[src/rtl/contadores_pkg.sv]
// Shared definitions for the counter-RAM sweep logic.
package contadores_pkg;

    localparam int unsigned BITS_DIRECT_DEF  = 6;
    localparam int unsigned SIZE_COUNTER_DEF = 4;

    typedef enum logic [1:0] {
        IDLE = 2'd0,
        READ = 2'd1,
        CAPT = 2'd2,
        DONE = 2'd3
    } sweep_state_t;

endpackage

[src/rtl/barrido_contadores.sv]
// Sweeps the counter RAM once per start request, reporting max, argmax and sum.
// While idle, increment events pass straight through to the RAM port.
module barrido_contadores
    import contadores_pkg::*;
#(
    parameter int unsigned bitsDirect  = BITS_DIRECT_DEF,
    parameter int unsigned sizeCounter = SIZE_COUNTER_DEF
) (
    input  logic                              clk,
    input  logic                              gen_reset_n,
    input  logic                              start,
    input  logic                              clear_en,
    input  logic                              evt_valid,
    input  logic [bitsDirect-1:0]             evt_addr,
    output logic                              evt_ready,
    output logic                              write_enable,
    output logic [bitsDirect-1:0]             adress,
    output logic                              count_read,
    output logic                              count_reset,
    input  logic [sizeCounter-1:0]            count_out,
    output logic                              busy,
    output logic                              done,
    output logic [sizeCounter-1:0]            max_count,
    output logic [bitsDirect-1:0]             max_addr,
    output logic [sizeCounter+bitsDirect-1:0] total_sum
);

    localparam int unsigned SUM_W = sizeCounter + bitsDirect;
    localparam logic [bitsDirect-1:0] LAST_ADDR = {bitsDirect{1'b1}};

    sweep_state_t           state, state_nxt;
    logic [bitsDirect-1:0]  pointer, pointer_nxt;
    logic [sizeCounter-1:0] acc_max, acc_max_nxt;
    logic [bitsDirect-1:0]  acc_arg, acc_arg_nxt;
    logic [SUM_W-1:0]       acc_sum, acc_sum_nxt;
    logic                   clr_lat, clr_lat_nxt;

    // Status flags follow the state directly.
    assign busy      = (state != IDLE);
    assign evt_ready = ~busy;

    // Next-state, accumulator update and RAM command decode.
    always_comb begin
        state_nxt    = state;
        pointer_nxt  = pointer;
        acc_max_nxt  = acc_max;
        acc_arg_nxt  = acc_arg;
        acc_sum_nxt  = acc_sum;
        clr_lat_nxt  = clr_lat;
        write_enable = 1'b0;
        adress       = pointer;
        count_read   = 1'b0;
        count_reset  = 1'b0;
        case (state)
            IDLE: begin
                write_enable = evt_valid;
                adress       = evt_addr;
                if (start) begin
                    pointer_nxt = '0;
                    acc_max_nxt = '0;
                    acc_arg_nxt = '0;
                    acc_sum_nxt = '0;
                    clr_lat_nxt = clear_en;
                    state_nxt   = READ;
                end
            end
            READ: begin
                count_read = 1'b1;
                state_nxt  = CAPT;
            end
            CAPT: begin
                count_reset = clr_lat;
                acc_sum_nxt = acc_sum + SUM_W'(count_out);
                // Strict compare keeps the lowest address on ties.
                if (count_out > acc_max) begin
                    acc_max_nxt = count_out;
                    acc_arg_nxt = pointer;
                end
                if (pointer == LAST_ADDR) begin
                    state_nxt = DONE;
                end else begin
                    pointer_nxt = pointer + bitsDirect'(1);
                    state_nxt   = READ;
                end
            end
            DONE: begin
                state_nxt = IDLE;
            end
            default: begin
                state_nxt = IDLE;
            end
        endcase
    end

    // State, sweep registers and published results.
    always_ff @(posedge clk or negedge gen_reset_n) begin
        if (!gen_reset_n) begin
            state     <= IDLE;
            pointer   <= '0;
            acc_max   <= '0;
            acc_arg   <= '0;
            acc_sum   <= '0;
            clr_lat   <= 1'b0;
            done      <= 1'b0;
            max_count <= '0;
            max_addr  <= '0;
            total_sum <= '0;
        end else begin
            state   <= state_nxt;
            pointer <= pointer_nxt;
            acc_max <= acc_max_nxt;
            acc_arg <= acc_arg_nxt;
            acc_sum <= acc_sum_nxt;
            clr_lat <= clr_lat_nxt;
            done    <= (state == DONE);
            if (state == DONE) begin
                max_count <= acc_max;
                max_addr  <= acc_arg;
                total_sum <= acc_sum;
            end
        end
    end

endmodule

[config.mk]
export PLATFORM = sky130hd
export DESIGN_NAME = barrido_contadores
export DESIGN_NICKNAME = d
export VERILOG_FILES = /design/src/rtl/contadores_pkg.sv /design/src/rtl/barrido_contadores.sv
export SDC_FILE = /design/constraint.sdc
export NUM_CORES = 1
export LEC_CHECK = 0
export BUFFER_PORTS_ARGS = -buffer_cell sky130_fd_sc_hd__buf_2
export CAP_MARGIN = 10
export CORE_UTILIZATION = 45
export CTS_CLUSTER_DIAMETER = 60
export DETAILED_ROUTE_END_ITERATION = 10
export PLACE_DENSITY = 0.72
export SLEW_MARGIN = 20
export SYNTH_ARGS = -nofsm -noshare
export SYNTH_HDL_FRONTEND = slang
export SYNTH_SLANG_ARGS = --single-unit
[constraint.sdc]
create_clock -name clk -period 4.3 [get_ports clk]
set_input_delay 0.645 -clock clk [delete_from_list [all_inputs] [get_ports clk]]
set_output_delay 0.645 -clock clk [all_outputs]
set_load 0.01 [all_outputs]
; Yosys cells after proc, flatten, opt, wreduce, memory -nomap -nowiden
; Cells that the tools add are included.
[totals]
register_bits = 50
in_bits = 15
out_inout_bits = 32
word_cells = 45
[classes]
addsub = 2
magnitude_cmp = 1
eq_ne = 7
muxes = 17
n_bitwise = 1
reduce_logical = 7
[ops]
columns = op, n
row1 = 2-to-1 mux 6 bit, 4
row2 = one-hot mux 6 bit (2 select lines), 2
row3 = one-hot mux 10 bit (2 select lines), 1
row4 = adder 10 x 4 -> 10 bit, 1
row5 = 2-to-1 mux 10 bit, 1
row6 = 2-to-1 mux 4 bit, 2
row7 = one-hot mux 2 bit (4 select lines), 1
row8 = one-hot mux 4 bit (2 select lines), 1
row9 = adder 6 x 1 -> 6 bit (second input constant), 1
row10 = == test 6 bit (second input constant), 1
row11 = != test 2 bit (second input constant), 3
row12 = AND reduction 3 bit, 2
row13 = == test 2 bit (second input constant), 2
row14 = greater-than comparator 4 bit, 1
row15 = 2-to-1 mux 2 bit, 2
row16 = AND reduction 2 bit, 2
row17 = nonzero test 2 bit, 2
row18 = 2-to-1 mux 1 bit, 3
row19 = == test 2 x 1 -> 1 bit (second input constant), 1
row20 = logical NOT 2 bit, 1
row21 = inverter 1 bit, 1

; Longest topological paths before layout
[logic_depth]
word_depth = 3
mapped_depth = 7
ltp_nobuf = 7

; Worst setup path after synthesis
; No wires, ideal clock.
[synth_timing]
path_kind = in2reg
start = input count_out[0]
end = register acc_sum[6]
setup_time_ns = 0.079
arrival_time_ns = 1.861
t_required_ns = 4.221
path_slack_ns = 2.360
path_stages = 7
path_buffers = 0
cell_sequence = ha_1 -> inv_1 -> fa_1 -> nor2b_1 -> o21ai_0 -> a21boi_0 -> mux2i_1
[synth_between]
elab_chain_len = 2
[synth_rtl]
columns = element, line_no
row1 = from (decl), barrido_contadores.sv:20  ; input logic [sizeCounter-1:0] count_out,
row2 = adder 10 x 4 -> 10 bit, barrido_contadores.sv:73  ; acc_sum_nxt = acc_sum + SUM_W'(count_out);
row3 = one-hot mux 10 bit (2 select lines), barrido_contadores.sv:54  ; case (state)
row4 = to (signal assigned), barrido_contadores.sv:113  ; acc_sum <= acc_sum_nxt;
row5 = to (decl), barrido_contadores.sv:35  ; logic [SUM_W-1:0] acc_sum, acc_sum_nxt;
; No other way between the ends.
; A chain may end at the register's enable or synchronous reset.

; Final worst setup path
[layout_timing]
start = register state[0]
end = register acc_max[3]
[layout_between]
elab_chain_len = 3
word_cells_on_any_way = 7
classes_between = 3 x eq/ne / 1 x mux / 3 x reduce/logical
[layout_rtl]
columns = element, line_no
row1 = from (decl), barrido_contadores.sv:31  ; sweep_state_t state, state_nxt;
row2 = from (signal assigned), barrido_contadores.sv:109  ; state <= state_nxt;
row3 = == test 2 bit / logical NOT 2 bit (equally long branches), barrido_contadores.sv:54
row4 = != test 2 bit (no source line) / nonzero test 2 bit (equally long branches), n/a
row5 = AND reduction 3 bit (no source line), n/a
row6 = to (signal assigned), barrido_contadores.sv:111  ; acc_max <= acc_max_nxt;
row7 = to (decl), barrido_contadores.sv:33  ; logic [sizeCounter-1:0] acc_max, acc_max_nxt;
; Several ways; a longest one is shown, not always the timed one.

==> metrics.log <==
INFO  metric run_status = completed
INFO  metric cap_violations = 0
INFO  metric max_slew_margin = 45.3%
INFO  metric layout_commonest_cell = dfrtp_1
INFO  metric gp_routability_congestion = 0.796
INFO  metric port_buffers = 46
INFO  metric yosys_most_used_dff = dfrtp_1
INFO  metric fp.coreArea = between 0.005 and 0.006 mm^2
INFO  metric fp.dieH = roughly 75 um
INFO  metric worst-setup-path-type = flip-flop to flip-flop
INFO  metric global_route.overflow_total = 0
INFO  metric reg2reg_slack = 1.44 ns
INFO  metric clock_power_share = slightly below 20%
INFO  metric combPwrFrac = 39.6%
INFO  metric setup.worst_path.end_class = flip-flop
INFO  metric drt-met1-wl = 2210 um
INFO  metric synthesis.area_per_instance = 10.8 um^2
INFO  metric drt_iter0_markers = 65
INFO  metric clock_tree.buffer_depth = 2
INFO  metric grt_first_pass_wirelength = 7420 um
INFO  metric setup_tns = 0 ns
INFO  metric grt_max_degree = just over 50
INFO  metric cts_tree = yes
INFO  metric netlist.area_leader.share = 51.8%
INFO  metric cp-start-kind = flip-flop
INFO  metric period_minus_slack = 2.86 ns
INFO  metric finalSetupViolCount = 0
INFO  metric nFillCells = 495
INFO  metric synth_async_sr_flop_share = 100%
INFO  metric final_nets = slightly below 300
INFO  metric max_freq = 349 MHz
INFO  metric worstPathMaxFanout = 14
INFO  metric gr-usage-all-layers = 17.3%
INFO  metric ys_top_cells_by_area = dfrtp_1 52%, mux2_2 7.9%, mux2i_1 7.5%
INFO  metric clk_pin_slew = 0.09 ns
INFO  metric static-leakage-power = 1.46 nW
INFO  metric first_global_vias = around 1600
INFO  metric via_count = between 1500 and 2000
INFO  metric synth-warning-count = 0
INFO  metric start_util = 47.0%
INFO  metric vdd.ir_drop.worst = 0.248 mV
INFO  metric firstDrtPassIters = 6
INFO  metric detailedPlacementHpwl = 3160 um
INFO  metric yosysTopAreaCell = dfrtp_1
INFO  metric yosys.cell_types.count = 35
INFO  metric final_worst_path_period_share = approximately two thirds
INFO  metric commonest_non_fill_non_tap_cells_in_the_layout = 50 x dfrtp_1, 46 x buf_2, 34 x nand2_1
INFO  metric report.final.slew_viol_count = 0
INFO  metric wirelength_routed = about 4300 um
INFO  metric design.die.area = ~0.0057 mm^2
INFO  metric dr.max_layer_used = met4
INFO  metric finalHoldViolations = 0
INFO  metric cp.required = 4.51 ns
INFO  metric num_io_pins = 47
INFO  metric synthesis.instances = 223
INFO  metric drt.antenna.violating_nets = 0
INFO  metric power.sequential.fraction = 41.0%
INFO  metric area_delta_synth_final = 15.9%
INFO  metric switchingPower = 0.000602 W
INFO  metric tritoncts.num_buffers = 5
INFO  metric number_of_flops_mapped_to_enable_cells_by_yosys = 0
INFO  metric synth.yosys.seq_area_share = 51.8%
INFO  metric postCtsHoldBufs = 0
INFO  metric grt_setup_unrepaired = false
INFO  metric routedWlPerCell = about 13 um
INFO  metric powerDensity = roughly 600 mW/mm^2
INFO  metric tightest_slew = approximately 0.82 ns
INFO  metric grt_antenna_before_repair = 0
INFO  metric met3_length = 161 um
INFO  metric power.internal = 0.00105 W
INFO  metric final.setup_skew = 0.0127 ns
INFO  metric htree_num_levels = 2
INFO  metric postcts_setup_bufs = 0
INFO  metric worstSkewPairLatency = about 0.3 ns
INFO  metric placed_area = 0.00269 mm^2
INFO  metric synth-seq-cells = 50
INFO  metric num_rows = 26
INFO  metric syn_nets = approximately 250
INFO  metric n_antenna_cell = 0
INFO  metric share_of_final_layout_standard_cells_stronger_than_drive_strength_1 = 28.1%
INFO  metric finalInstanceArea = 0.00280 mm^2
INFO  metric die-width = 75.3 um
INFO  metric switching_share = 36.3%
INFO  metric cts_root_buf = clkbuf_8
INFO  metric detail_route.drc_violations = 0
INFO  metric wl_met2 = 1910 um
INFO  metric cts_num_sinks = 50
INFO  metric vias_per_cell = 4.94
INFO  metric syn-cell-area = 0.00242 mm^2
INFO  metric post_cts.resized_instances = 0
INFO  metric worstHoldPathType = input port to asynchronous set/reset pin
INFO  metric finalCoreUtilization = 54.5%
INFO  metric crit_arrival = 3.08 ns
[sequential cells by signal, summed over array words and instances (netlist names)]
register   cells
max_addr       6
pointer        6
state          2
acc_arg        6
clr_lat        1
max_count      4
acc_sum       10
done           1
total_sum     10
acc_max        4
[power groups by stage]
| stage | Combinational (W) | Sequential [W] | Clock (W) |
|---|---|---|---|
| finish | 0.000656 | 0.000679 | 0.000322 |
| global placement | 0.000649 | 0.000683 | 0 |
| detailed placement | 0.000663 | 0.000688 | 0 |
| global route | 0.000745 | 0.000697 | 0.000346 |
| floorplan | 0.000489 | 0.000689 | 0 |
| CTS | 0.000665 | 0.000679 | 0.000330 |
[cell type report]
cell class	count	area, um^2	share of cell area, %
timing repair buffer	49	253	9.02
inverter	17	63.8	2.28
sequential	50	1250	44.6
multi-input combinational	146	1040	37.1
clock inverter	3	40.0	1.43
tap	70	87.6	3.12
clock buffer	5	68.8	2.46
[Yosys cell counts (all sizes together) (2+ instances only)]
| library cell | count |
|---|---|
| dfrtp | 50 |
| nand2 | 34 |
| o21ai | 19 |
| mux2 | 18 |
| mux2i | 18 |
| inv | 17 |
| ha | 9 |
| nand3 | 8 |
| buf | 6 |
| a21oi | 5 |
| and2 | 4 |
| clkbuf | 4 |
| nor2 | 4 |
| nor2b | 4 |
| a31oi | 3 |
| nand4 | 3 |
| a211oi | 2 |
| nand2b | 2 |
[metal layers]
| metal | up-vias | GRT usage (%) |
|---|---|---|
| met5 | - | 0 |
| met4 | 0 | 5.35 |
| met3 | 9 | 3.04 |
| met2 | 37 | 28.0 |
| met1 | 779 | 23.8 |
| li1 | 854 | - |
[worst max-delay path, stage by stage, from the launching register on]
cell and delay [ns]:
dfrtp_1 0.47, nor2_1 0.67, nand2_1 0.51, a31oi_1 0.66
buf_4 0.29, mux2i_1 0.19
[cells by family (layout without fill, tap and decap cells)]
logic type / count (synthesis) / count (layout) / share of synthesized area (%)
adders and majority gates: 10 / 10 / 5.49
buffers and inverters: 27 / 74 / 5.28
AOI/OAI and AO/OA: 36 / 36 / 8.64
muxes: 36 / 36 / 16.0
DFF: 50 / 50 / 51.8
and+or+nand+nor: 63 / 63 / 12.5
xor gates and xnor gates: 1 / 1 / 0.362
[through the flow]
stage | hold slack, ns | setup WS, ns | std cells | power [W]
6_report | 0.446 | 1.44 | 340 | 0.00166
5_1_grt | 0.498 | 1.13 | 340 | 0.00179
4_1_cts | 0.466 | 1.40 | 340 | 0.00167
3_5_place_dp | 0.463 | 1.45 | 332 | 0.00135
3_3_place_gp | 0.457 | 1.56 | 332 | 0.00133
2_1_floorplan | 0.349 | 2.36 | 223 | 0.00118
[path summary, 6_finish.rpt]
check | cells past startpoint | end | start
max in group asynchronous | 2 | max_count[3] | gen_reset_n
hold reg to reg | 1 | acc_sum[9] | acc_sum[9]
setup / recovery | 5 | acc_max[3] | state[0]
setup reg to reg | 5 | acc_max[3] | state[0]
hold / removal | 2 | acc_max[2] | gen_reset_n
min in group clk | 1 | acc_sum[9] | acc_sum[9]
No activity file was read; power rests on OpenSTA's default activity.
